==> config.mk <==
export PLATFORM = sky130hd
export DESIGN_NAME = uart_tx_arbiter_flat
export DESIGN_NICKNAME = d
export VERILOG_FILES = /design/src/rtl/uart_tx_arbiter_if.sv /design/src/rtl/uart_tx_arbiter.sv /design/src/flat_wrapper.sv
export SDC_FILE = /design/constraint.sdc
export NUM_CORES = 1
export LEC_CHECK = 0
export BUFFER_PORTS_ARGS = -buffer_cell sky130_fd_sc_hd__buf_4
export CAP_MARGIN = 0
export CORE_ASPECT_RATIO = 1.5
export CORE_UTILIZATION = 53
export DETAILED_ROUTE_END_ITERATION = 16
export PLACE_DENSITY = 0.74
export SYNTH_ARGS = -nofsm -noshare
export SYNTH_HDL_FRONTEND = slang
export SYNTH_SLANG_ARGS = --single-unit
export TNS_END_PERCENT = 10
==> constraint.sdc <==
create_clock -name clk -period 3 [get_ports clk]
set_input_delay 0.75 -clock clk [delete_from_list [all_inputs] [get_ports clk]]
set_output_delay 0.75 -clock clk [all_outputs]
set_load 0.01 [all_outputs]
==> src/rtl/uart_tx_arbiter_if.sv <==
// Purpose: bundle of the request, packet-data and UART handshake signals around uart_tx_arbiter.
// Latency: none, wiring only.
// Backpressure: tx_busy from the UART is the only stall; requesters simply hold req high until served.
// Ports: req/len_a/len_b/data_a/data_b/tx_busy flow into the arbiter;
//        tx_start/tx_data/grant/byte_idx/done/busy flow out of it.
// master = arbiter side, slave = requesters plus UART side.
interface uart_tx_arbiter_if #(
    parameter int LEN_W = 11
);
    logic [1:0]       req;
    logic [LEN_W-1:0] len_a;
    logic [LEN_W-1:0] len_b;
    logic [7:0]       data_a;
    logic [7:0]       data_b;
    logic             tx_busy;
    logic             tx_start;
    logic [7:0]       tx_data;
    logic [1:0]       grant;
    logic [LEN_W-1:0] byte_idx;
    logic [1:0]       done;
    logic             busy;

    modport master (
        input  req, len_a, len_b, data_a, data_b, tx_busy,
        output tx_start, tx_data, grant, byte_idx, done, busy
    );

    modport slave (
        output req, len_a, len_b, data_a, data_b, tx_busy,
        input  tx_start, tx_data, grant, byte_idx, done, busy
    );
endinterface

==> src/rtl/uart_tx_arbiter.sv <==
// Purpose: round-robin arbiter that streams a whole packet from requester A or B into one UART.
// Latency: req sampled at edge k -> grant from k+1, tx_start seen high at edge k+2; one FETCH cycle per byte.
// Backpressure: each byte waits for tx_busy to rise and fall, then INTER_BYTE_DELAY idle cycles before the next.
// Ports: clk, reset (async, active-high), bus (uart_tx_arbiter_if.master, LEN_W must match the interface).
module uart_tx_arbiter #(
    parameter int INTER_BYTE_DELAY = 1000000,
    parameter int LEN_W            = 11
) (
    input  logic               clk,
    input  logic               reset,
    uart_tx_arbiter_if.master  bus
);

    // Counter only has to reach INTER_BYTE_DELAY-1.
    localparam int GAP_W = (INTER_BYTE_DELAY > 1) ? $clog2(INTER_BYTE_DELAY) : 1;
    localparam logic [GAP_W-1:0] GAP_LAST =
        GAP_W'((INTER_BYTE_DELAY > 0) ? (INTER_BYTE_DELAY - 1) : 0);

    typedef enum logic [2:0] {
        IDLE,
        FETCH,
        START,
        WAIT_HI,
        WAIT_LO,
        GAP,
        DONE
    } state_t;

    state_t           state;
    logic [LEN_W-1:0] len_q;
    logic [GAP_W-1:0] gap_cnt;
    logic             last_b;       // 1 when B owned the most recent packet

    logic             tx_start_q;
    logic [7:0]       tx_data_q;
    logic [1:0]       grant_q;
    logic [LEN_W-1:0] byte_idx_q;
    logic [1:0]       done_q;
    logic             busy_q;

    logic             pick_b;
    logic [LEN_W-1:0] len_sel;

    // B wins when it asks alone, or when both ask and A had the last turn.
    always_comb begin
        pick_b  = bus.req[1] && (!bus.req[0] || !last_b);
        len_sel = pick_b ? bus.len_b : bus.len_a;
    end

    always_ff @(posedge clk or posedge reset) begin
        if (reset) begin
            state      <= IDLE;
            len_q      <= '0;
            gap_cnt    <= '0;
            last_b     <= 1'b1;
            tx_start_q <= 1'b0;
            tx_data_q  <= 8'h00;
            grant_q    <= 2'b00;
            byte_idx_q <= '0;
            done_q     <= 2'b00;
            busy_q     <= 1'b0;
        end else begin
            tx_start_q <= 1'b0;
            done_q     <= 2'b00;
            case (state)
                IDLE: begin
                    if (|bus.req) begin
                        grant_q    <= pick_b ? 2'b10 : 2'b01;
                        byte_idx_q <= '0;
                        len_q      <= len_sel;
                        busy_q     <= 1'b1;
                        state      <= (len_sel == '0) ? DONE : FETCH;
                    end
                end
                FETCH: begin
                    // byte_idx settled one cycle ago, so the read data is valid now.
                    tx_data_q  <= grant_q[1] ? bus.data_b : bus.data_a;
                    tx_start_q <= 1'b1;
                    state      <= START;
                end
                START: begin
                    state <= WAIT_HI;
                end
                WAIT_HI: begin
                    if (bus.tx_busy) begin
                        state <= WAIT_LO;
                    end
                end
                WAIT_LO: begin
                    if (!bus.tx_busy) begin
                        if (byte_idx_q == len_q - LEN_W'(1)) begin
                            state <= DONE;
                        end else begin
                            byte_idx_q <= byte_idx_q + LEN_W'(1);
                            gap_cnt    <= '0;
                            state      <= GAP;
                        end
                    end
                end
                GAP: begin
                    // A zero delay still spends this single cycle here.
                    if (gap_cnt >= GAP_LAST) begin
                        gap_cnt <= '0;
                        state   <= FETCH;
                    end else begin
                        gap_cnt <= gap_cnt + GAP_W'(1);
                    end
                end
                DONE: begin
                    done_q  <= grant_q;
                    last_b  <= grant_q[1];
                    grant_q <= 2'b00;
                    busy_q  <= 1'b0;
                    state   <= IDLE;
                end
                default: begin
                    state <= IDLE;
                end
            endcase
        end
    end

    assign bus.tx_start = tx_start_q;
    assign bus.tx_data  = tx_data_q;
    assign bus.grant    = grant_q;
    assign bus.byte_idx = byte_idx_q;
    assign bus.done     = done_q;
    assign bus.busy     = busy_q;

endmodule

==> src/flat_wrapper.sv <==
// flat-port wrapper written by rule: the top's interface ports become plain ports
module uart_tx_arbiter_flat 
#(
    parameter int INTER_BYTE_DELAY = 1000000,
    parameter int LEN_W            = 11
)
  (clk, reset, bus_req, bus_len_a, bus_len_b, bus_data_a, bus_data_b, bus_tx_busy, bus_tx_start, bus_tx_data, bus_grant, bus_byte_idx, bus_done, bus_busy);
  uart_tx_arbiter_if #(.LEN_W(LEN_W)) bus_i ();
  input  logic clk;
  input  logic reset;
  input wire logic [$bits(bus_i.req)-1:0] bus_req;
  input wire logic [$bits(bus_i.len_a)-1:0] bus_len_a;
  input wire logic [$bits(bus_i.len_b)-1:0] bus_len_b;
  input wire logic [$bits(bus_i.data_a)-1:0] bus_data_a;
  input wire logic [$bits(bus_i.data_b)-1:0] bus_data_b;
  input wire logic [$bits(bus_i.tx_busy)-1:0] bus_tx_busy;
  output wire logic [$bits(bus_i.tx_start)-1:0] bus_tx_start;
  output wire logic [$bits(bus_i.tx_data)-1:0] bus_tx_data;
  output wire logic [$bits(bus_i.grant)-1:0] bus_grant;
  output wire logic [$bits(bus_i.byte_idx)-1:0] bus_byte_idx;
  output wire logic [$bits(bus_i.done)-1:0] bus_done;
  output wire logic [$bits(bus_i.busy)-1:0] bus_busy;
  assign bus_i.req = bus_req;
  assign bus_i.len_a = bus_len_a;
  assign bus_i.len_b = bus_len_b;
  assign bus_i.data_a = bus_data_a;
  assign bus_i.data_b = bus_data_b;
  assign bus_i.tx_busy = bus_tx_busy;
  assign bus_tx_start = bus_i.tx_start;
  assign bus_tx_data = bus_i.tx_data;
  assign bus_grant = bus_i.grant;
  assign bus_byte_idx = bus_i.byte_idx;
  assign bus_done = bus_i.done;
  assign bus_busy = bus_i.busy;
  uart_tx_arbiter #(.INTER_BYTE_DELAY(INTER_BYTE_DELAY), .LEN_W(LEN_W)) u_core (.clk(clk), .reset(reset), .bus(bus_i));
endmodule
# Yosys cells after proc, flatten, opt, wreduce, memory -nomap -nowiden

Index checks and enable logic that the tools add are counted.

Output and inout port bits: 25
Bits of input ports: 43
Word-level logic and storage cells: 65
Bits in registers: 60

Add/subtract/negate cells: 3
Reductions and logical operators: 15
Equal/unequal tests: 12
Mux-type cells: 24
Order comparisons: 1

Operator list:

| kind                                                                    | number |
|---|---|
| 20-bit two-way mux                                                      | 3 |
| 11-bit two-way mux                                                      | 4 |
| 20-bit one-hot mux with 2 select lines                                  | 1 |
| 11-bit one-hot mux with 2 select lines                                  | 1 |
| 20-bit by 1-bit adder with 20-bit output, second input constant         | 1 |
| 20-bit greater-or-equal comparator, second input constant               | 1 |
| 3-bit one-hot mux with 6 select lines                                   | 1 |
| 3-bit two-way mux                                                       | 5 |
| 11-bit by 1-bit adder with 11-bit output, second input constant         | 1 |
| 11-bit equality test                                                    | 1 |
| 11-bit logical NOT                                                      | 1 |
| 11-bit by 1-bit subtractor with 11-bit output, second input constant    | 1 |
| 3-bit equality test, second input constant                              | 3 |
| 2-bit two-way mux                                                       | 4 |
| 8-bit two-way mux                                                       | 1 |
| 4-bit AND reduction                                                     | 2 |
| 3-bit by 2-bit equality test with 1-bit output, second input constant   | 2 |
| 2-bit inequality test, second input constant                            | 3 |
| 2-bit nonzero test                                                      | 3 |
| 2-bit by 1-bit inequality test with 1-bit output, second input constant | 2 |
| 2-bit one-hot mux with 2 select lines                                   | 1 |
| 2-bit AND reduction                                                     | 2 |
| 3-bit by 1-bit equality test with 1-bit output, second input constant   | 1 |
| 3-bit logical NOT                                                       | 1 |
| other kinds (7)                                                         | 9 |

# Depth between registers and ports, before layout

Depth in word-level cells: 8
Mapped depth: 12
Mapped depth without buffers: 9

# Least setup slack after synthesis

No wires, ideal clock.

Kind: reg-to-reg
Start point: reg u_core.len_q[0]
End point: reg u_core.byte_idx_q[6] (netlist: u_core.bus.byte_idx[6])
Buffers on the path: 3
Stages on the path, launching flop included: 13
Library setup time: 0.079 ns
Arrival time: 2.535 ns
Required time: 2.921 ns
Setup slack: 0.386 ns
Cells stage by stage: dfrtp_1 > buf_2 > inv_1 > ha_1 > nor2b_2 > or3_1 > a311o_1 > a311oi_2 > and3_4 > buf_8 > buf_12 > o31ai_1 > a21oi_1

Longest elaborated chain between the ends: 4

RTL lines:

| item                                          | RTL line              | source |
|---|---|---|
| from (decl)                                   | uart_tx_arbiter.sv:30 | `logic [LEN_W-1:0] len_q;` |
| from (signal assigned)                        | uart_tx_arbiter.sv:70 | `len_q <= len_sel;` |
| 11-bit by 1-bit subtractor with 11-bit output | uart_tx_arbiter.sv:91 | `if (byte_idx_q == len_q - LEN_W'(1)) begin` |
| 11-bit equality test                          | uart_tx_arbiter.sv:91 |  |
| 2-bit inequality test (no line)               | --                    |  |
| 4-bit AND reduction (no line)                 | --                    |  |
| to (signal assigned)                          | uart_tx_arbiter.sv:94 | `byte_idx_q <= byte_idx_q + LEN_W'(1);` |
| to (decl)                                     | uart_tx_arbiter.sv:37 | `logic [LEN_W-1:0] byte_idx_q;` |

Every way passes these cells.
A chain may end at the register's enable or synchronous reset.

# Worst setup path after layout

Start point: reg u_core.len_q[1]
End point: reg u_core.gap_cnt[19]

Longest elaborated chain between the ends: 4

RTL lines:

| item                                          | RTL line               | source |
|---|---|---|
| 11-bit by 1-bit subtractor with 11-bit output | uart_tx_arbiter.sv:91  |  |
| 11-bit equality test                          | uart_tx_arbiter.sv:91  |  |
| 2-bit inequality test (no line)               | --                     |  |
| 3-bit AND reduction (no line)                 | --                     |  |
| to (signal assigned)                          | uart_tx_arbiter.sv:106 | `gap_cnt <= gap_cnt + GAP_W'(1);` |
| to (decl)                                     | uart_tx_arbiter.sv:31  | `logic [GAP_W-1:0] gap_cnt;` |

Every way passes these cells.

==> impl_metrics.env <==
export IMPL_ctsHtreeMaxLevel=3
export IMPL_num_nets_final=515
export IMPL_dieWidth_um=69.4
export IMPL_setup_viol=0
export IMPL_timing_hold_violations_final=0
export IMPL_fp_dieH_um=103
export IMPL_status="complete, no violations"
export IMPL_dr_pass1_iters=4
export IMPL_numCtsBuffers=9
export IMPL_final_cells=549
export IMPL_rows=36
export IMPL_cp_cell_sequence="inv_1 -> ha_1 -> nor2b_2 -> or3_1 -> a311o_1 -> a311oi_2 -> a21oi_1 -> o21ai_2 -> buf_4 -> a2bb2oi_1"
export IMPL_multi_input_area_um2=1970
export IMPL_critPathKind="reg -> reg"
export IMPL_max_freq_ghz=0.364
export IMPL_arrival_ns=3.00
export IMPL_cts_clk_slew_worst_paths_ns=0.07
export IMPL_fin_area_um2=4390
export IMPL_synthAdderAreaFrac=0.0104
export IMPL_syn_area_um2=3610
export IMPL_grt_pass1_wl_mm=14.2
export IMPL_syn_to_final_growth_pct=21.6
export IMPL_track_usage=0.250
export IMPL_fin_setup_tns_ns=0
export IMPL_drv_cap=0
export IMPL_vias=3352
export IMPL_fillerInstances=523
export IMPL_ys_seq_area_frac=0.417
export IMPL_place_area_um2=4190
export IMPL_cts_sinks=60
export IMPL_seqCellArea_um2=1500
export IMPL_ys_types=59
export IMPL_ir_drop_v=0.000565
export IMPL_drc=0
export IMPL_io_pins=68
export IMPL_finalCriticalPeriod_ns=2.74
export IMPL_start_util=0.552
export IMPL_rsz0062_at_grt="no"
export IMPL_start_kind="register"
export IMPL_hold_path_class="in -> async"
export IMPL_path_max_fanout=12
export IMPL_routed_via_density=6.11
export IMPL_max_slew_margin=0.491
export IMPL_final_core_util=0.672
export IMPL_routedWlPerCell_um=16.2
export IMPL_yosys_warnings=0
export IMPL_p_leak_nw=1.98
export IMPL_cts_tree="done"
export IMPL_grt_overflow_total=0
export IMPL_fin_skew_ns=0.0113
export IMPL_required_ns=3.26
export IMPL_placed_cells=534
export IMPL_synthMuxAreaShare=0.0527
export IMPL_clk_latency_ns=0.34
export IMPL_p_per_area_nw_per_um2=797
export IMPL_synth_simple_gate_area_frac=0.244
export IMPL_crit_path_top_delay_cell="dfrtp_1"
export IMPL_ys_ff_latch=60
export IMPL_min_period_over_period=0.915
export IMPL_wirelength_mm=8.87
export IMPL_synth_edf_count=0
export IMPL_async_flop_share=1.00
export IMPL_gp_congestion=0.812
export IMPL_ys_flop_type="dfrtp_1"
export IMPL_synth_top_family_by_area="simple AND/OR/NAND/NOR gates"
export IMPL_grt_max_degree=35
export IMPL_antenna_found_initial=0
export IMPL_cts_root_buf="clkbuf_8"
export IMPL_die_area_um2=7150
export IMPL_antenna_cells=0
export IMPL_detail_route_iter0_violations=185
export IMPL_timing_critical_path_to_type="register"
export IMPL_clock_path_buffers=2
export IMPL_syn_instance_count=400
export IMPL_grt_pass1_vias=3086
export IMPL_cpPeakStageDelay_ns=0.44
export IMPL_syn_area_per_cell_um2=9.02
export IMPL_io_buffers=67
export IMPL_ant_nets=0
export IMPL_layout_drive_gt1_share=0.222
export IMPL_synth_xor_area_share=0.0305
export IMPL_synth_compound_area_share=0.206
export IMPL_ctsHoldBuffers=0
export IMPL_fp_coreArea_um2=6530
export IMPL_synthesis_nets=446
export IMPL_dp_hpwl_mm=6.39
export IMPL_tightest_slew_ns=0.763
export IMPL_maxSlewViolCount=0
==> flip-flops by register name (all words and copies together) (netlist names) <==
signal,count
u_core.bus.tx_start,1
u_core.len_q,11
u_core.bus.tx_data,8
u_core.bus.byte_idx,11
u_core.bus.done,2
u_core.last_b,1
u_core.gap_cnt,20
u_core.state,3
u_core.bus.grant,2
u_core.bus.busy,1
==> through the flow <==
stage	setup WS, ns	power [mW]	hold slack (ns)
after floorplan	0.386	2.30	0.478
final	0.255	3.50	0.466
after global placement	0.305	2.73	0.469
after CTS	0.188	3.50	0.484
after detailed placement	0.224	2.78	0.475
after global routing	0.0422	3.75	0.505
==> layer usage <==
metal  up-vias  part of all wire  global-route usage
li1       1637                 -                   -
met3        14             0.024              0.0459
met4         0             0.018              0.0973
met2        48              0.55               0.468
met1      1653              0.40               0.281
met5         -                 0                   0
==> synthesized netlist by cell type (all sizes together) (3+ instances only) <==
library cell | n | area (um2)
xor2 | 7 | 61.3
a311oi | 3 | 32.5
or3 | 6 | 37.5
a41oi | 5 | 43.8
dfrtp | 59 | 1480
ha | 3 | 37.5
nand3 | 15 | 75.1
a21oi | 28 | 140
a211oi | 4 | 35.0
nand4 | 5 | 31.3
xnor2 | 3 | 26.3
or4 | 14 | 105
nor2 | 30 | 113
a22o | 4 | 35.0
clkbuf | 11 | 41.3
nand2 | 40 | 150
inv | 9 | 33.8
and3 | 10 | 67.6
nor4 | 9 | 56.3
nor2b | 5 | 33.8
mux2i | 19 | 190
or2 | 3 | 18.8
o31ai | 12 | 90.1
buf | 8 | 66.3
and2 | 5 | 31.3
o21ai | 28 | 144
a211o | 7 | 61.3
a21o | 3 | 22.5
nor3 | 20 | 105
==> final cells by class <==
cell class / instances / area share
multi-input combinational: 312 / 0.450
sequential: 60 / 0.342
timing repair buffer: 77 / 0.135
clock buffer: 11 / 0.0322
tap: 76 / 0.0217
clock inverter: 4 / 0.0114
inverter: 9 / 0.00770
==> power breakdown <==
part	switching [mW]	total, mW	internal, mW
clock	0.325	0.725	0.401
combinational	0.733	1.39	0.653
sequential	0.332	1.38	1.05
total	1.39	3.50	2.11
==> worst max-delay path, delay by kind of cell (launching register included) <==
| family | cells | cell delay, ns |
|---|---|---|
| compound gates | 5 | 1.13 |
| simple gates | 2 | 0.55 |
| fa+ha+maj | 1 | 0.26 |
| buf+inv | 2 | 0.28 |
| flops | 1 | 0.44 |
==> path summary, 6_finish.rpt <==
path                                  from                     to  slack (ns)  cells after the start
setup / recovery           u_core.len_q[1]     u_core.gap_cnt[19]        0.26                     10
hold / removal                       reset  u_core.bus.tx_data[0]        0.47                      2
setup reg to reg           u_core.len_q[1]     u_core.gap_cnt[19]        0.26                     10
hold reg to reg            u_core.bus.busy        u_core.bus.busy        0.49                      2
max in group asynchronous            reset        u_core.state[0]        1.93                      3
min in group clk           u_core.bus.busy        u_core.bus.busy        0.49                      2
==> cells by family after synthesis <==
family                     after synthesis
DFF                                     60
muxes                                   19
xor gates and xnor gates                11
AOI/OAI and AO/OA                      110
buffers and inverters                   28
adders and majority gates                3
and+or+nand+nor                        169
==> what timing repair did <==
item                       CTS  global route
buffers inserted             0             0
resized for setup            0             1
setup endpoints to repair    0             6
==> cells in the final DEF, fill, tap and decap left out, drive strengths merged, types with 6 or more instances in the layout <==
cell type	n
clkbuf	11
or3	6
and3	10
nand3	15
dfrtp	59
xor2	7
nor4	9
nor3	20
buf	77
nor2	30
inv	9
mux2i	19
o21ai	28
a21oi	28
or4	14
nand2	40
o31ai	12
a211o	7
No activity file was read; power rests on OpenSTA's default activity.
